`config.mk`:
```
export PLATFORM = sky130hd
export DESIGN_NAME = data_cache
export DESIGN_NICKNAME = d
export VERILOG_FILES = /design/src/rtl/data_cache_pkg.sv /design/src/rtl/data_cache_array.sv /design/src/rtl/data_cache.sv
export SDC_FILE = /design/constraint.sdc
export NUM_CORES = 1
export LEC_CHECK = 0
export CORE_ASPECT_RATIO = 0.7
export CORE_MARGIN = 2
export CORE_UTILIZATION = 55
export DETAILED_ROUTE_END_ITERATION = 6
export DONT_BUFFER_PORTS = 1
export GPL_ROUTABILITY_DRIVEN = 0
export PLACE_DENSITY_LB_ADDON = 0.08
export SYNTH_ARGS = -nofsm -noshare
export SYNTH_HDL_FRONTEND = slang
export SYNTH_SLANG_ARGS = --single-unit
```
`constraint.sdc`:
```
create_clock -name clock -period 2.6 [get_ports clock]
set_input_delay 0.52 -clock clock [delete_from_list [all_inputs] [get_ports clock]]
set_output_delay 0.52 -clock clock [all_outputs]
set_load 0.005 [all_outputs]
```
`src/rtl/data_cache_pkg.sv`:
```
// Shared types and geometry for the direct-mapped write-back data cache.
package data_cache_pkg;

    localparam int unsigned TAG_W      = 3;
    localparam int unsigned INDEX_W    = 3;
    localparam int unsigned OFFSET_W   = 2;
    localparam int unsigned BLOCK_W    = 32;
    localparam int unsigned BLOCKS     = 8;
    localparam int unsigned BYTE_W     = 8;
    localparam int unsigned ADDR_W     = TAG_W + INDEX_W + OFFSET_W;
    localparam int unsigned MEM_ADDR_W = TAG_W + INDEX_W;

    typedef enum logic [1:0] {
        IDLE,
        MEM_WRITE,
        MEM_READ,
        UPDATE
    } state_t;

endpackage

```
`src/rtl/data_cache_array.sv`:
```
// Tag/valid/dirty/data storage with hit compare, byte select, byte write and block refill.
module data_cache_array
    import data_cache_pkg::*;
(
    input  logic                clock,
    input  logic                reset,
    input  logic [INDEX_W-1:0]  index,
    input  logic [TAG_W-1:0]    tag,
    input  logic [OFFSET_W-1:0] offset,
    input  logic                byte_we,
    input  logic [BYTE_W-1:0]   byte_wdata,
    input  logic                fill_we,
    input  logic [BLOCK_W-1:0]  fill_data,
    output logic                hit,
    output logic [BYTE_W-1:0]   rd_byte,
    output logic [TAG_W-1:0]    victim_tag,
    output logic                victim_dirty,
    output logic [BLOCK_W-1:0]  block_data
);

    logic [BLOCK_W-1:0] data_q [BLOCKS];
    logic [TAG_W-1:0]   tag_q  [BLOCKS];
    logic [BLOCKS-1:0]  valid_q;
    logic [BLOCKS-1:0]  dirty_q;

    // Valid/dirty bits: cleared by reset, refill makes a block valid and clean, a store dirties it.
    always_ff @(posedge clock or posedge reset) begin
        if (reset) begin
            valid_q <= '0;
            dirty_q <= '0;
        end else if (fill_we) begin
            valid_q[index] <= 1'b1;
            dirty_q[index] <= 1'b0;
        end else if (byte_we) begin
            dirty_q[index] <= 1'b1;
        end
    end

    // Data and tag storage; contents are meaningless while the valid bit is clear.
    always_ff @(posedge clock) begin
        if (fill_we) begin
            data_q[index] <= fill_data;
            tag_q[index]  <= tag;
        end else if (byte_we) begin
            data_q[index][{offset, 3'b000} +: BYTE_W] <= byte_wdata;
        end
    end

    assign block_data   = data_q[index];
    assign victim_tag   = tag_q[index];
    assign victim_dirty = valid_q[index] & dirty_q[index];
    assign hit          = valid_q[index] && (tag_q[index] == tag);
    assign rd_byte      = block_data[{offset, 3'b000} +: BYTE_W];

endmodule

```
`src/rtl/data_cache.sv`:
```
// Direct-mapped write-back write-allocate byte cache in front of a 32-bit block memory.
module data_cache
    import data_cache_pkg::*;
(
    input  logic                  clock,
    input  logic                  reset,
    input  logic                  read,
    input  logic                  write,
    input  logic [ADDR_W-1:0]     address,
    input  logic [BYTE_W-1:0]     writedata,
    output logic [BYTE_W-1:0]     readdata,
    output logic                  busywait,
    output logic                  mem_read,
    output logic                  mem_write,
    output logic [MEM_ADDR_W-1:0] mem_address,
    output logic [BLOCK_W-1:0]    mem_writedata,
    input  logic [BLOCK_W-1:0]    mem_readdata,
    input  logic                  mem_busywait
);

    state_t state, next_state;

    logic [TAG_W-1:0]    req_tag;
    logic [INDEX_W-1:0]  req_index;
    logic [OFFSET_W-1:0] req_offset;
    logic                request;

    logic                hit;
    logic [BYTE_W-1:0]   rd_byte;
    logic [TAG_W-1:0]    victim_tag;
    logic                victim_dirty;
    logic [BLOCK_W-1:0]  block_data;
    logic                byte_we;
    logic                fill_we;

    assign req_tag    = address[ADDR_W-1 -: TAG_W];
    assign req_index  = address[OFFSET_W +: INDEX_W];
    assign req_offset = address[OFFSET_W-1:0];
    assign request    = read | write;

    data_cache_array u_array (
        .clock        (clock),
        .reset        (reset),
        .index        (req_index),
        .tag          (req_tag),
        .offset       (req_offset),
        .byte_we      (byte_we),
        .byte_wdata   (writedata),
        .fill_we      (fill_we),
        .fill_data    (mem_readdata),
        .hit          (hit),
        .rd_byte      (rd_byte),
        .victim_tag   (victim_tag),
        .victim_dirty (victim_dirty),
        .block_data   (block_data)
    );

    // Miss-handling state register; reset abandons any memory transaction in flight.
    always_ff @(posedge clock or posedge reset) begin
        if (reset) begin
            state <= IDLE;
        end else begin
            state <= next_state;
        end
    end

    // Next-state and output decode; hits are served combinationally from IDLE.
    always_comb begin
        next_state    = state;
        busywait      = 1'b0;
        readdata      = '0;
        mem_read      = 1'b0;
        mem_write     = 1'b0;
        mem_address   = '0;
        mem_writedata = '0;
        byte_we       = 1'b0;
        fill_we       = 1'b0;
        case (state)
            IDLE: begin
                if (request) begin
                    if (hit) begin
                        byte_we = write;
                        if (read && !write) begin
                            readdata = rd_byte;
                        end
                    end else begin
                        busywait   = 1'b1;
                        next_state = victim_dirty ? MEM_WRITE : MEM_READ;
                    end
                end
            end
            MEM_WRITE: begin
                busywait      = 1'b1;
                mem_write     = 1'b1;
                mem_address   = {victim_tag, req_index};
                mem_writedata = block_data;
                if (!mem_busywait) begin
                    next_state = MEM_READ;
                end
            end
            MEM_READ: begin
                busywait    = 1'b1;
                mem_read    = 1'b1;
                mem_address = {req_tag, req_index};
                if (!mem_busywait) begin
                    next_state = UPDATE;
                end
            end
            UPDATE: begin
                busywait   = 1'b1;
                fill_we    = 1'b1;
                next_state = IDLE;
            end
            default: begin
                next_state = IDLE;
            end
        endcase
    end

endmodule

```
Word level (Yosys, flattened, before mapping)

Memory sizes are Yosys's and may differ from the RTL's.
Index checks and enable logic that the tools add are counted.

Bits in registers: 18
RAM bits: 280
Output and inout port bits: 49
Word-level logic and storage cells: 131
Memories kept: 2

Add/sub/neg operators: 1
Order comparisons: 2
Equal/unequal tests: 8
Shifts and indexed selects: 3
Multiplexer cells: 66
Bitwise operators: 38
Reduce and logical (&&, ||, !) cells: 8

Memories:

| memory         | depth | bits a word | read ports | clocked after Yosys merged registers in | wr ports | RTL line               | source |
|---|---|---|---|---|---|---|---|
| u_array.data_q | 8     | 32          | 1          | 0                                       | 1        | data_cache_array.sv:21 | `logic [BLOCK_W-1:0] data_q [BLOCKS];` |
| u_array.tag_q  | 8     | 3           | 1          | 0                                       | 1        | data_cache_array.sv:22 | `logic [TAG_W-1:0] tag_q [BLOCKS];` |

Operators with widths:

| kind                                                                          | count |
|---|---|
| 32-bit two-way mux                                                            | 2 |
| 8-bit two-way mux                                                             | 6 |
| 1-bit two-way mux                                                             | 47 |
| 1-bit OR                                                                      | 33 |
| 8-bit by 7-bit variable shift with 32-bit output (first input constant)       | 1 |
| 32-bit by 6-bit variable part select with 8-bit output                        | 1 |
| 8-bit by 7-bit variable part select with 32-bit output                        | 1 |
| 8-bit OR                                                                      | 2 |
| 6-bit one-hot mux with 2 select lines                                         | 1 |
| 2-bit two-way mux                                                             | 5 |
| 8-bit AND                                                                     | 1 |
| 2-bit inequality test (second input constant)                                 | 4 |
| 8-bit NOT                                                                     | 1 |
| 2-bit one-hot mux with 4 select lines                                         | 1 |
| 5-bit negator with 7-bit output                                               | 1 |
| 1-bit binary-select mux with 3-bit select                                     | 2 |
| 2-bit == test (second input constant)                                         | 2 |
| 3-bit by 4-bit less-than comparator with 1-bit output (second input constant) | 1 |
| 4-bit AND reduction                                                           | 1 |
| 1-bit demux with 3-bit select                                                 | 1 |
| 3-bit == test                                                                 | 1 |
| 3-bit by 1-bit >= comparator with 1-bit output (second input constant)        | 1 |
| 1-bit logical AND                                                             | 3 |
| 3-bit OR reduction                                                            | 1 |
| other kinds (6)                                                               | 6 |

Longest topological paths before layout

Gate-level depths: netlist (run 1).

Word-level depth: 10
Gate-level depth with buffers: 11
Mapped depth without buffers: 6

Hierarchy

From an unflattened synthesis (run 1), not the netlist that was laid out.

Cell total of the unflattened synthesis: 699
Area, all modules: 12669.7 um^2

Modules (own cells, without submodules):

| module           | times used | cells each | area each (um^2) | sequential area each (um^2) |
|---|---|---|---|---|
| data_cache_array | 1          | 623        | 12107.9          | 8808.4 |
| data_cache       | 1          | 76         | 561.8            | 50.0 |

Least setup slack after synthesis (run 1)

OpenSTA, ideal clock, no wires.

Path kind: input to register
Start: input port address[0]
End: memory u_array.data_q[0][0], data pin
Setup time: 0.230 ns
Arrival time: 2.582 ns
Required time: 2.370 ns
Path slack: -0.212 ns
Cell stages on the path: 8
Cells stage by stage: clkbuf_1 > inv_1 > clkbuf_1 > ha_1 > nand2_1 > or3_1 > nor3_4 > mux2i_1

Word-level cells in the longest chain between the ends: 4
Elaborated cells on any way between the ends: 5
Those cells by class: 1 x add/sub; 2 x shift; 2 x mux

RTL lines:

| item                                             | RTL line               | source |
|---|---|---|
| start, declared                                  | data_cache.sv:9        | `input logic [ADDR_W-1:0] address,` |
| 5-bit negator with 7-bit output *                | data_cache_array.sv:45 | `data_q[index][{offset, 3'b000} +: BYTE_W] <= byte_wdata;` |
| 8-bit by 7-bit variable shift with 32-bit output | data_cache_array.sv:45 |  |
| 32-bit two-way mux (implied by the code)         | data_cache_array.sv:45 |  |
| 1-bit two-way mux (no source line) *             | n/a                    |  |
| end, declared                                    | data_cache_array.sv:21 |  |

Every way passes the cells marked *; elsewhere a longest branch is shown, timed or not.

Worst setup path in the final report (run 1)

Start: input port address[4]
End: output port readdata[5]

Word-level cells in the longest chain between the ends: 6
Elaborated cells on any way between the ends: 11
Those cells by class: 1 x eq/ne; 1 x shift; 6 x mux; 1 x reduce/logical; 2 x memory

RTL lines:

| item                                                                           | RTL line                                 | source |
|---|---|---|
| memory read 8 x 32 bit (tied with other cells)                                 | n/a                                      |  |
| 32-bit by 6-bit variable part select with 8-bit output (tied with other cells) | data_cache_array.sv:53                   | `assign rd_byte = block_data[{offset, 3'b000} +: BYTE_W];` |
| 8-bit two-way mux or 1-bit logical AND (tied branches)                         | data_cache.sv:83, data_cache_array.sv:52 |  |
| 8-bit two-way mux *                                                            | data_cache.sv:81                         | `if (hit) begin` |
| 8-bit two-way mux *                                                            | data_cache.sv:80                         | `if (request) begin` |
| 8-bit two-way mux *                                                            | data_cache.sv:78                         | `case (state)` |
| end, declared                                                                  | data_cache.sv:11                         | `output logic [BYTE_W-1:0] readdata,` |

Every way passes the cells marked *; elsewhere a longest branch is shown, timed or not. The select of a mux whose other input is x is not followed.

==> qor.yml, run 1 <==
floorplan:
  dieArea_um2: 25600
  ioPinCount: 102
  start_util_pct: 56.2
  core-area_um2: 23800
  die_h_um: 134
  row_count: 47
  die-width_um: 190
worst_setup_path:
  cp.required_ns: 2.08
  crit_type: "input pin to primary output"
  reg2regPathDepth: 13
  r2r_start: "u_array.tag_q[0][2]"
  start_kind: "input pin"
  startpoint: "address[4]"
  cp_max_fo: 77
  arrival_ns: 2.30
  end_kind: "primary output"
timing:
  rsz0062_at_grt: "yes"
  clock.fmax_mhz: 354
  fin_hold_ws_ns: 0.0846
  slew_viol_final: 0
  setup_tns_ns: -1.28
  setup_slack_ns: -0.223
  worst_clock_skew_ns: 0.0207
  slew_headroom_pct: 49.7
  period_minus_slack_ns: 2.82
  finalCritPeriodShare_pct: 109
  setup_viol: 10
  finalHoldViolCount: 0
  worstMarginPinSlew_ns: 0.752
placed_design:
  dp.final_hpwl_um: 29100
  portBuffers: 0
  placedCellCount: 1299
  dp_slack_ns: -0.293
  placed_area_um2: 14600
worst_hold_path:
  hold_path.class: "input pin to register"
  hp-start: "address[6]"
  hold_depth: 0
clock_network:
  insertion_delay_ns: 0.54
  cts_sinks: 298
  htree_levels: 1
  cts_buffers: 27
  cts-root-buf: "clkbuf_16"
  clockBufferDepth: 3
  path_clk_slew_ns: 0.06
  cts_tree: "built"
route:
  num_vias: 8841
  via_per_inst: 6.48
  route.met3.wl_um: 5250
  drt_iter0_drc: 1324
  met2_length_um: 17600
  drtAntennaViolNets: 0
  dr.pass1.iters: 6
  routedWlPerCell_um: 30.1
  wirelength_um: 41100
  top_layer: "met4"
  drc: 0
  m1WireLength_um: 16700
global_routing:
  grt_max_degree: 100
  grt-ovfl-total: 0
  grt_pass1_wl_um: 59200
  antenna_found_initial: 0
  track_usage_pct: 32.6
  grt_pass1_vias: 8564
cells_and_area:
  nFillCells: 1644
  final_area_um2: 16100
  instances_no_fill: 1365
  layout.nets: 1091
  utilization_pct: 67.6
  area_growth_pct: 20.3
  drive_above_1_share_pct: 30.6
  mostFrequentLayoutCell: "edfxtp_1"
  final_cell_mix: "edfxtp_1 (280), buf_4 (130), nand2_1 (78), mux2i_1 (73), inv_1 (46)"
  antennaDiodeCount: 0
yosys:
  syn_nets: 964
  synth-edff-count: 280
  async_flop_share_pct: 6.04
  synth_flop_cell: "edfxtp_1"
  ys_seq_area_share_pct: 66.4
  synth_area_leaders: "edfxtp_1 (63%), mux2i_1 (6.2%), mux4_2 (4.6%)"
  ys_warn_count: 0
  avgSynthCellArea_um2: 14.8
  yosysTopAreaCell: "edfxtp_1"
  yosys.area.top_type_share_pct: 63.0
  ys_ff_latch: 298
  netlist_instances: 901
  synth.distinct_cells: 64
  syn-cell-area_um2: 13400
power_and_ir_drop:
  p_per_area_nw_per_um2: 753
  p_leak_nw: 5.61
  vdd.ir_drop.worst_mv: 0.774
  p_total_mw: 12.1
run_status:
  outcome: "finished with violations"
  violations: "negative setup slack"
flow_run:
  cap_viol_max_count: 0
critical path, cell delays in order:
cell	delay [ns]
and2_1	0.30
buf_4	0.23
a221oi_1	0.33
o21ai_0	0.21
buf_4	0.19
o31ai_1	0.38
nor4_4	0.09
state kept, by name (all words and copies together) (netlist names), named ones only:
name and count:
state 2, u_array.data_q 256, u_array.tag_q 24, u_array.valid_q 8
synth_stat cells (5+ instances only):
library cell  count
a21oi_1          15
a221o_1           6
a221oi_1         18
a22o_1            8
a22oi_1           9
and2_1           14
and3_1            5
buf_1             6
buf_2            18
clkbuf_1         18
dfrtp_1          18
edfxtp_1        280
ha_1             10
inv_1            48
mux2_2           15
mux2i_1          83
mux4_2           27
nand2_1          78
nand2b_1         11
nand3_1          15
nor2_1           54
nor2b_1          28
nor3_1            5
o21ai_0          20
o22a_1            6
o22ai_1           8
o31ai_1           9
metal layers:
layer	vias to the layer above	global-route usage (%)
li1	3688	-
met1	4448	50.1
met2	615	45.4
met3	90	8.53
met4	0	10.8
met5	-	0
area by class of cell:
class	instances	area [um2]	area share (%)
repair buffers	145	1240	7.72
multi-input cells	506	4470	27.8
well taps	318	398	2.48
clock buffers	30	687	4.28
flip-flops and latches	298	8860	55.2
inverters	50	188	1.17
clock inverters	18	214	1.33
worst paths after layout:
path / slack, ns / end
setup / recovery: -0.22 / readdata[5]
hold / removal: 0.08 / u_array.tag_q[3][1]
setup reg to reg: 0.06 / u_array.data_q[4][29]
hold reg to reg: 0.47 / u_array.valid_q[1]
max in group asynchronous: 1.59 / state[1]
min in group asynchronous: 0.54 / u_array.valid_q[1]
cells by family (layout without fill, tap and decap cells):
kind of cell    count (synthesis)  after routing  share of synthesized area (%)
flops                         298            298                           66.4
mux                           127            127                           12.4
fa+ha+maj                      10             10                          0.937
simple gates                  237            237                           9.13
xor+xnor                        2              2                          0.328
compound gates                130            130                           7.72
buf+inv                        97            243                           3.12
what timing repair did:
action | 4_1_cts | 5_1_grt
setup buffers | 10 | 13
hold buffers | 1 | 0
resized for setup | 48 | 42
hold endpoints to repair | 12 | 0
pin swaps | 13 | 18
endpoints found under the setup margin | 81 | 290
power by group:
part,leakage (nW),internal [mW],switching (mW),total (mW)
Sequential,2.74,5.57,0.128,5.70
Combinational,2.43,0.977,1.30,2.27
Clock,0.441,2.39,1.72,4.12
Total,5.61,8.94,3.15,12.1
Power figures use the tool's default switching activity.
==> run 2, diff against run 1 <==
--- a/config.mk
+++ b/config.mk
@@ -7,7 +7,8 @@
 export LEC_CHECK = 0
 export CORE_ASPECT_RATIO = 0.7
 export CORE_MARGIN = 2
-export CORE_UTILIZATION = 55
+export CORE_UTILIZATION = 60
+export CTS_BUF_LIST = sky130_fd_sc_hd__clkbuf_8
 export DETAILED_ROUTE_END_ITERATION = 6
 export DONT_BUFFER_PORTS = 1
 export GPL_ROUTABILITY_DRIVEN = 0
==> qor.yml, run 2 (synthesized netlist as in run 1, its figures left out) <==
cells_and_area:
  nFillCells: 1353  # -18%
  layout.nets: 1113  # +2.0%
  multi_input_area_um2: 4500  # +0.64%
  mostFrequentLayoutCell: "edfxtp_1"
  largest_reg_flops: 256  # unchanged
  top_register: "u_array.data_q"
  reg_top3: "u_array.data_q: 256 flops, u_array.tag_q: 24 flops, u_array.valid_q: 8 flops"
  area_growth_pct: 19.8
  final_cell_mix: "edfxtp_1 (280), buf_4 (138), nand2_1 (78), mux2i_1 (71), inv_1 (58)"
  final_area_um2: 16000  # -0.38%
  instances_no_fill: 1363  # -0.15%
  drive_above_1_share_pct: 32.1  # +1.5 points
  antennaDiodeCount: 0  # unchanged
  ff_latch_area_um2: 8860  # unchanged
timing:
  finalHoldViolCount: 0  # unchanged
  period_minus_slack_ns: 2.85  # +0.0245 ns
  fin_hold_ws_ns: 0.0653  # -0.0193 ns
  finalCritPeriodShare_pct: 110  # +0.94 points
  worstMarginPinSlew_ns: 0.724  # -0.0279 ns
  setup_viol: 13  # +3
  clock.fmax_mhz: 351  # -0.86%
  worst_clock_skew_ns: 0.0357  # +0.0150 ns
  slew_viol_final: 0  # unchanged
  rsz0062_at_grt: "yes"
  slew_headroom_pct: 51.6  # +1.9 points
  setup_slack_ns: -0.247  # -0.0245 ns
route:
  drtAntennaViolNets: 0  # unchanged
  route.met3.wl_um: 6240  # +19%
  routedWlPerCell_um: 29.6  # -1.7%
  dr.pass1.iters: 5  # -1
  met2_length_um: 16900  # -3.9%
  drt_iter0_drc: 1249  # -5.7%
  drc: 0  # unchanged
  num_vias: 9022  # +2.0%
  wirelength_um: 40300  # -1.9%
  m1WireLength_um: 15600  # -6.7%
  via_per_inst: 6.62  # +2.2%
  top_layer: "met5"
floorplan:
  row_count: 45  # -4.3%
  die-width_um: 182  # -4.2%
  die_h_um: 129  # -4.1%
  ioPinCount: 102  # unchanged
  dieArea_um2: 23500  # -8.1%
  core-area_um2: 21700  # -8.5%
  start_util_pct: 61.4  # +5.2 points
placed_design:
  portBuffers: 0  # unchanged
  placedCellCount: 1265  # -2.6%
  dp.final_hpwl_um: 28100  # -3.5%
  placed_area_um2: 14600  # -0.29%
run_status:
  outcome: "finished with violations"
  violations: "negative setup slack"
worst_setup_path:
  cp_top_family: "simple AND/OR/NAND/NOR gates"
  reg2reg_to: "u_array.data_q[1][2]"
  arrival_ns: 2.33  # +0.03 ns
  end_kind: "primary output"
  start_kind: "register"
  startpoint: "u_array.tag_q[7][2]"
  cp_max_fo: 7  # -91%
  max_stage_delay_ns: 0.41  # +0.03 ns
  worstPathCellList: "mux2i_2 -> o22ai_2 -> nor2_4 -> xor2_4 -> buf_12 -> nand4_4 -> buf_12 -> nor2_1"
  crit_type: "register to primary output"
  critPathMostFrequentCell: "buf_12"
  cp.required_ns: 2.08  # about the same
  reg2reg_slack_ns: 0.05  # about the same
  r2r_start: "u_array.tag_q[7][2]"
  worst_path_max_delay_cell: "edfxtp_1"
  reg2regPathDepth: 8  # -5
  crit_buf_inv: 2  # unchanged
global_routing:
  grt-ovfl-total: 0  # unchanged
  track_usage_pct: 34.8  # +2.2 points
  grt_pass1_vias: 8716  # +1.8%
  grt_pass1_wl_um: 57600  # -2.7%
  grt_max_degree: 100  # unchanged
  antenna_found_initial: 0  # unchanged
clock_network:
  cts_sinks: 298  # unchanged
  cts_tree: "built"
  path_clk_slew_ns: 0.07  # about the same
  htree_levels: 2  # +1
  cts_buffers: 42  # +56%
  clockBufferDepth: 3  # unchanged
  insertion_delay_ns: 0.58  # +0.04 ns
  cts-root-buf: "clkbuf_8"
worst_hold_path:
  hold_depth: 0  # unchanged
  hp-start: "address[6]"
  hold_path.class: "input pin to register"
  hold_end: "u_array.tag_q[6][1]"
power_and_ir_drop:
  p_per_area_nw_per_um2: 724  # -3.8%
  vdd.ir_drop.worst_mv: 0.424  # -45%
  p_leak_nw: 5.66  # +0.78%
flow_run:
  cap_viol_max_count: 0  # unchanged
==> run 2: area by class of cell <==
type,instances,share of cell area (%)
clock buffers,46,3.96
clock inverters,29,1.14
inverters,50,1.17
multi-input cells,506,28.1
flip-flops and latches,298,55.4
well taps,282,2.21
repair buffers,152,8.00
==> run 2: how the worst max path moves through the flow <==
| stage | depth (start not counted) | slack, ns | end |
|---|---|---|---|
| 2_1_floorplan | 8 | -0.07 | u_array.data_q[0][0] |
| 3_3_place_gp | 7 | -0.18 | u_array.data_q[4][12] |
| 3_5_place_dp | 7 | -0.29 | u_array.data_q[4][15] |
| 4_1_cts | 8 | -0.33 | readdata[5] |
| 5_1_grt | 8 | -0.35 | readdata[0] |
| 6_report | 8 | -0.25 | readdata[1] |
==> run 2: timing repair <==
item,CTS,global route
setup buffers,7,17
gates resized for setup,55,44
cloned,0,0
hold buffers,1,0
setup endpoints to repair,50,262
pin swaps,14,11
hold endpoints to repair,18,0
==> run 2: layer usage <==
| layer | track usage, % | up-vias |
|---|---|---|
| met3 | 13.7 | 100 |
| met5 | 0 | - |
| li1 | - | 3745 |
| met2 | 47.3 | 764 |
| met1 | 49.8 | 4411 |
| met4 | 16.0 | 2 |
==> run 2: through the flow <==
step / utilization [%] / setup slack [ns] / power (mW) / setup TNS, ns
after floorplan: - / -0.0655 / 6.95 / -17.27
after global placement: 67.2 / -0.185 / 7.59 / -37.21
after detailed placement: 67.2 / -0.294 / 7.63 / -70.77
after CTS: 72.2 / -0.326 / 11.3 / -4.09
after global routing: 73.6 / -0.346 / 11.9 / -5.67
final: 73.6 / -0.247 / 11.6 / -2.12
==> run 2: report_power, final <==
group	internal (mW)	total, mW	switching, mW	leakage, nW
combinational	0.961	2.24	1.28	2.45
sequential	5.57	5.70	0.134	2.74
clock	1.84	3.64	1.80	0.461
total	8.37	11.6	3.21	5.66
==> run 2: worst reg2reg max path, cell delays in order (launching register included) <==
cell,delay (ns)
edfxtp_1,0.41
mux2i_2,0.19
o22ai_2,0.15
nor2_4,0.20
xor2_4,0.21
buf_12,0.13
buf_4,0.17
a41oi_4,0.31
nor2_2,0.45
==> run 3, diff against run 2 <==
--- a/config.mk
+++ b/config.mk
@@ -5,6 +5,7 @@
 export SDC_FILE = /design/constraint.sdc
 export NUM_CORES = 1
 export LEC_CHECK = 0
+export ABC_AREA = 1
 export CORE_ASPECT_RATIO = 0.7
 export CORE_MARGIN = 2
 export CORE_UTILIZATION = 60
@@ -12,6 +13,7 @@
 export DETAILED_ROUTE_END_ITERATION = 6
 export DONT_BUFFER_PORTS = 1
 export GPL_ROUTABILITY_DRIVEN = 0
+export HOLD_SLACK_MARGIN = 0.08
 export PLACE_DENSITY_LB_ADDON = 0.08
 export SYNTH_ARGS = -nofsm -noshare
 export SYNTH_HDL_FRONTEND = slang
==> qor.yml, run 3 <==
cells_and_area:
  reg_top3: "u_array.data_q: 256 flops, u_array.tag_q: 24 flops, u_array.valid_q: 8 flops"
  layout.nets: 1457  # +31%
  top_register: "u_array.data_q"
  area_growth_pct: 17.6
  drive_above_1_share_pct: 19.1  # -13 points
  utilization_pct: 72.4  # -1.2 points
  final_area_um2: 15800  # -1.1%
  largest_reg_flops: 256  # unchanged
  mostFrequentLayoutCell: "nand2_1"
  final_cell_mix: "nand2_1 (362), edfxtp_1 (280), a21oi_1 (120), buf_4 (106), nand3_1 (100)"
power_and_ir_drop:
  vdd.ir_drop.worst_mv: 0.444  # +4.8%
  switching_share_pct: 28.6  # +0.90 points
  p_total_mw: 11.0  # -4.9%
  seqPwrFrac_pct: 50.9  # +1.7 points
  p_switching_mw: 3.15  # -1.9%
  p_per_area_nw_per_um2: 696  # -3.9%
  power.internal_mw: 7.86  # -6.1%
  pwr-share-comb_pct: 16.8  # -2.6 points
  p_leak_nw: 6.14  # +8.6%
  pwr-share-clk_pct: 32.3  # +0.9 points
run_status:
  violations: "negative setup slack"
  outcome: "finished with violations"
floorplan:
  die-width_um: 183  # +0.38%
  ioPinCount: 102  # unchanged
  core-area_um2: 21800  # +0.52%
  die_h_um: 129  # +0.38%
  dieArea_um2: 23700  # +0.77%
  start_util_pct: 61.6  # +0.16 points
  row_count: 45  # unchanged
yosys:
  syn-cell-area_um2: 13500  # +0.79%
  syn_nets: 1345  # +40%
  ys_ff_latch: 298  # unchanged
  post-synth-top-count-cell: "nand2_1"
  synthTopCellsByCount: "nand2_1 (370), edfxtp_1 (280), a21oi_1 (144), nand3_1 (106), inv_1 (74)"
  synth_area_leaders: "edfxtp_1 (62%), nand2_1 (10%), a21oi_1 (5.4%)"
  netlist_instances: 1282  # +42%
  async_flop_share_pct: 6.04  # unchanged
  synth.distinct_cells: 36  # -44%
  synth_flop_cell: "edfxtp_1"
  ys_warn_count: 0  # unchanged
  synth-edff-count: 280  # unchanged
  avgSynthCellArea_um2: 10.5  # -29%
  yosys.area.top_type_share_pct: 62.5  # -0.49 points
  yosysTopAreaCell: "edfxtp_1"
  ys_seq_area_share_pct: 65.8  # -0.52 points
clock_network:
  cts_buffers: 44  # +4.8%
  cts-root-buf: "clkbuf_8"
  htree_levels: 2  # unchanged
  path_clk_slew_ns: 0.07  # about the same
  cts_tree: "built"
  insertion_delay_ns: 0.57  # about the same
  cts_sinks: 298  # unchanged
  clockBufferDepth: 3  # unchanged
worst_setup_path:
  crit_type: "input pin to primary output"
  start_kind: "input pin"
  max_stage_delay_ns: 0.33  # -0.08 ns
  worstPathCellList: "inv_8 -> nor2_2 -> buf_4 -> nand2_1 -> o2111a_1 -> nand3_1 -> nand3_1 -> a21oi_4 -> buf_6"
  worst_path_max_delay_cell: "nor2_2"
  end_kind: "primary output"
  arrival_ns: 2.23  # -0.10 ns
  cp_max_fo: 97  # +90
  cp.required_ns: 2.08  # about the same
  critPathMostFrequentCell: "nand3_1"
global_routing:
  grt_pass1_vias: 9658  # +11%
  track_usage_pct: 33.8  # -1.0 points
  grt-ovfl-total: 0  # unchanged
  antenna_found_initial: 2  # +2
  grt_max_degree: 98  # -2.0%
  grt_pass1_wl_um: 58300  # +1.3%
route:
  drt_iter0_drc: 1358  # +8.7%
  routedWlPerCell_um: 23.0  # -22%
  via_per_inst: 5.95  # -10%
  drtAntennaViolNets: 0  # unchanged
  num_vias: 10200  # +13%
  dr.pass1.iters: 5  # unchanged
  wirelength_um: 39400  # -2.3%
  drc: 0  # unchanged
placed_design:
  placed_area_um2: 14800  # +1.0%
  portBuffers: 0  # unchanged
  dp_slack_ns: -0.256  # +0.0385 ns
  dp.final_hpwl_um: 27200  # -3.2%
timing:
  setup_viol: 8  # -5
  finalCritPeriodShare_pct: 106  # -3.6 points
  period_minus_slack_ns: 2.75  # -0.0939 ns
  slew_headroom_pct: 49.8  # -1.8 points
  clock.fmax_mhz: 363  # +3.4%
  slew_viol_final: 0  # unchanged
  worstMarginPinSlew_ns: 0.753  # +0.0283 ns
  rsz0062_at_grt: "yes"
  worst_clock_skew_ns: 0.0272  # -0.00845 ns
  setup_slack_ns: -0.153  # +0.0939 ns
  finalHoldViolCount: 0  # unchanged
worst_hold_path:
  hold_path.class: "input pin to register"
flow_run:
  cap_viol_max_count: 0  # unchanged
[run 3: changes by cell type in the layout (fill, tap and decap cells not counted), sizes merged, moves of 28 or more]
cell | before | now
a21oi | 15 | 150
nor2b | 28 | 0
inv | 62 | 98
o21ai | 20 | 63
nand2 | 78 | 371
mux4 | 28 | 0
nand3 | 16 | 107
mux2i | 84 | 0
[run 3: worst paths after layout]
path	endpoint	startpoint	slack (ns)	cells after the start
max	readdata[3]	address[2]	-0.15	9
min	u_array.data_q[0][26]	mem_readdata[26]	0.32	3
max reg2reg	u_array.data_q[6][12]	u_array.tag_q[3][2]	0.21	14
min reg2reg	u_array.valid_q[5]	u_array.valid_q[5]	0.46	2
max in group asynchronous	u_array.valid_q[6]	reset	1.60	2
min in group asynchronous	asynchronous set/reset pin	reset	0.52	2
[run 3: routing by layer]
layer  vias up  GRT usage [%]  share of wire [%]
met5         -              0              0.046
met4         2           11.3                3.3
met3        99           9.36                 12
met2       603           50.1                 44
met1      4806           48.9                 41
li1       4666              -                  -
[run 3: area by class of cell]
cell class	count	area [um2]
antenna	1	2.50
clock buffer	46	633
clock inverter	34	174
fill	1572	6020
inverter	86	332
multi-input combinational	827	4130
sequential	298	8860
tap	282	353
timing repair buffer	137	1340
[run 3: timing repair]
| item | 4_1_cts | 5_1_grt |
|---|---|---|
| gates cloned | 0 | 0 |
| hold buffers | 4 | 0 |
| resized for setup | 21 | 29 |
| setup buffers | 3 | 2 |
| hold endpoints to repair | 42 | 0 |
| pin swaps | 10 | 14 |
| setup endpoints to repair | 16 | 51 |
[run 3: critical path: cells and delay by family]
kind | cells | cell delay, ns
AND/OR/NAND/NOR | 4 | 0.76
AO/OA/AOI/OAI | 2 | 0.45
buffers and inverters | 3 | 0.44
[run 3: power groups by stage]
stage | Clock, mW | Combinational (mW) | Sequential (mW)
after floorplan | 0 | 1.07 | 5.67
after global placement | 0 | 1.72 | 5.68
after detailed placement | 0 | 1.74 | 5.70
after CTS | 3.57 | 1.80 | 5.60
after global routing | 3.79 | 2.00 | 5.62
final | 3.56 | 1.85 | 5.60
[run 3: stage by stage]
step	TNS [ns]	hold WS, ns	std cells
after CTS	-1.39	0.301	1708
after global placement	-0.748	0.439	1621
final	-0.650	0.317	1711
after global routing	-1.38	0.306	1710
after floorplan	-4.17	0.427	1282
after detailed placement	-3.99	0.448	1621
[run 3: logic make-up after synthesis]
logic type	Yosys count	share of synthesized area, %
AO/OA/AOI/OAI	246	10.0
flip-flops	298	65.8
AND/OR/NAND/NOR	571	18.1
buffers and inverters	157	5.11
adder cells (fa/ha/maj)	10	0.930
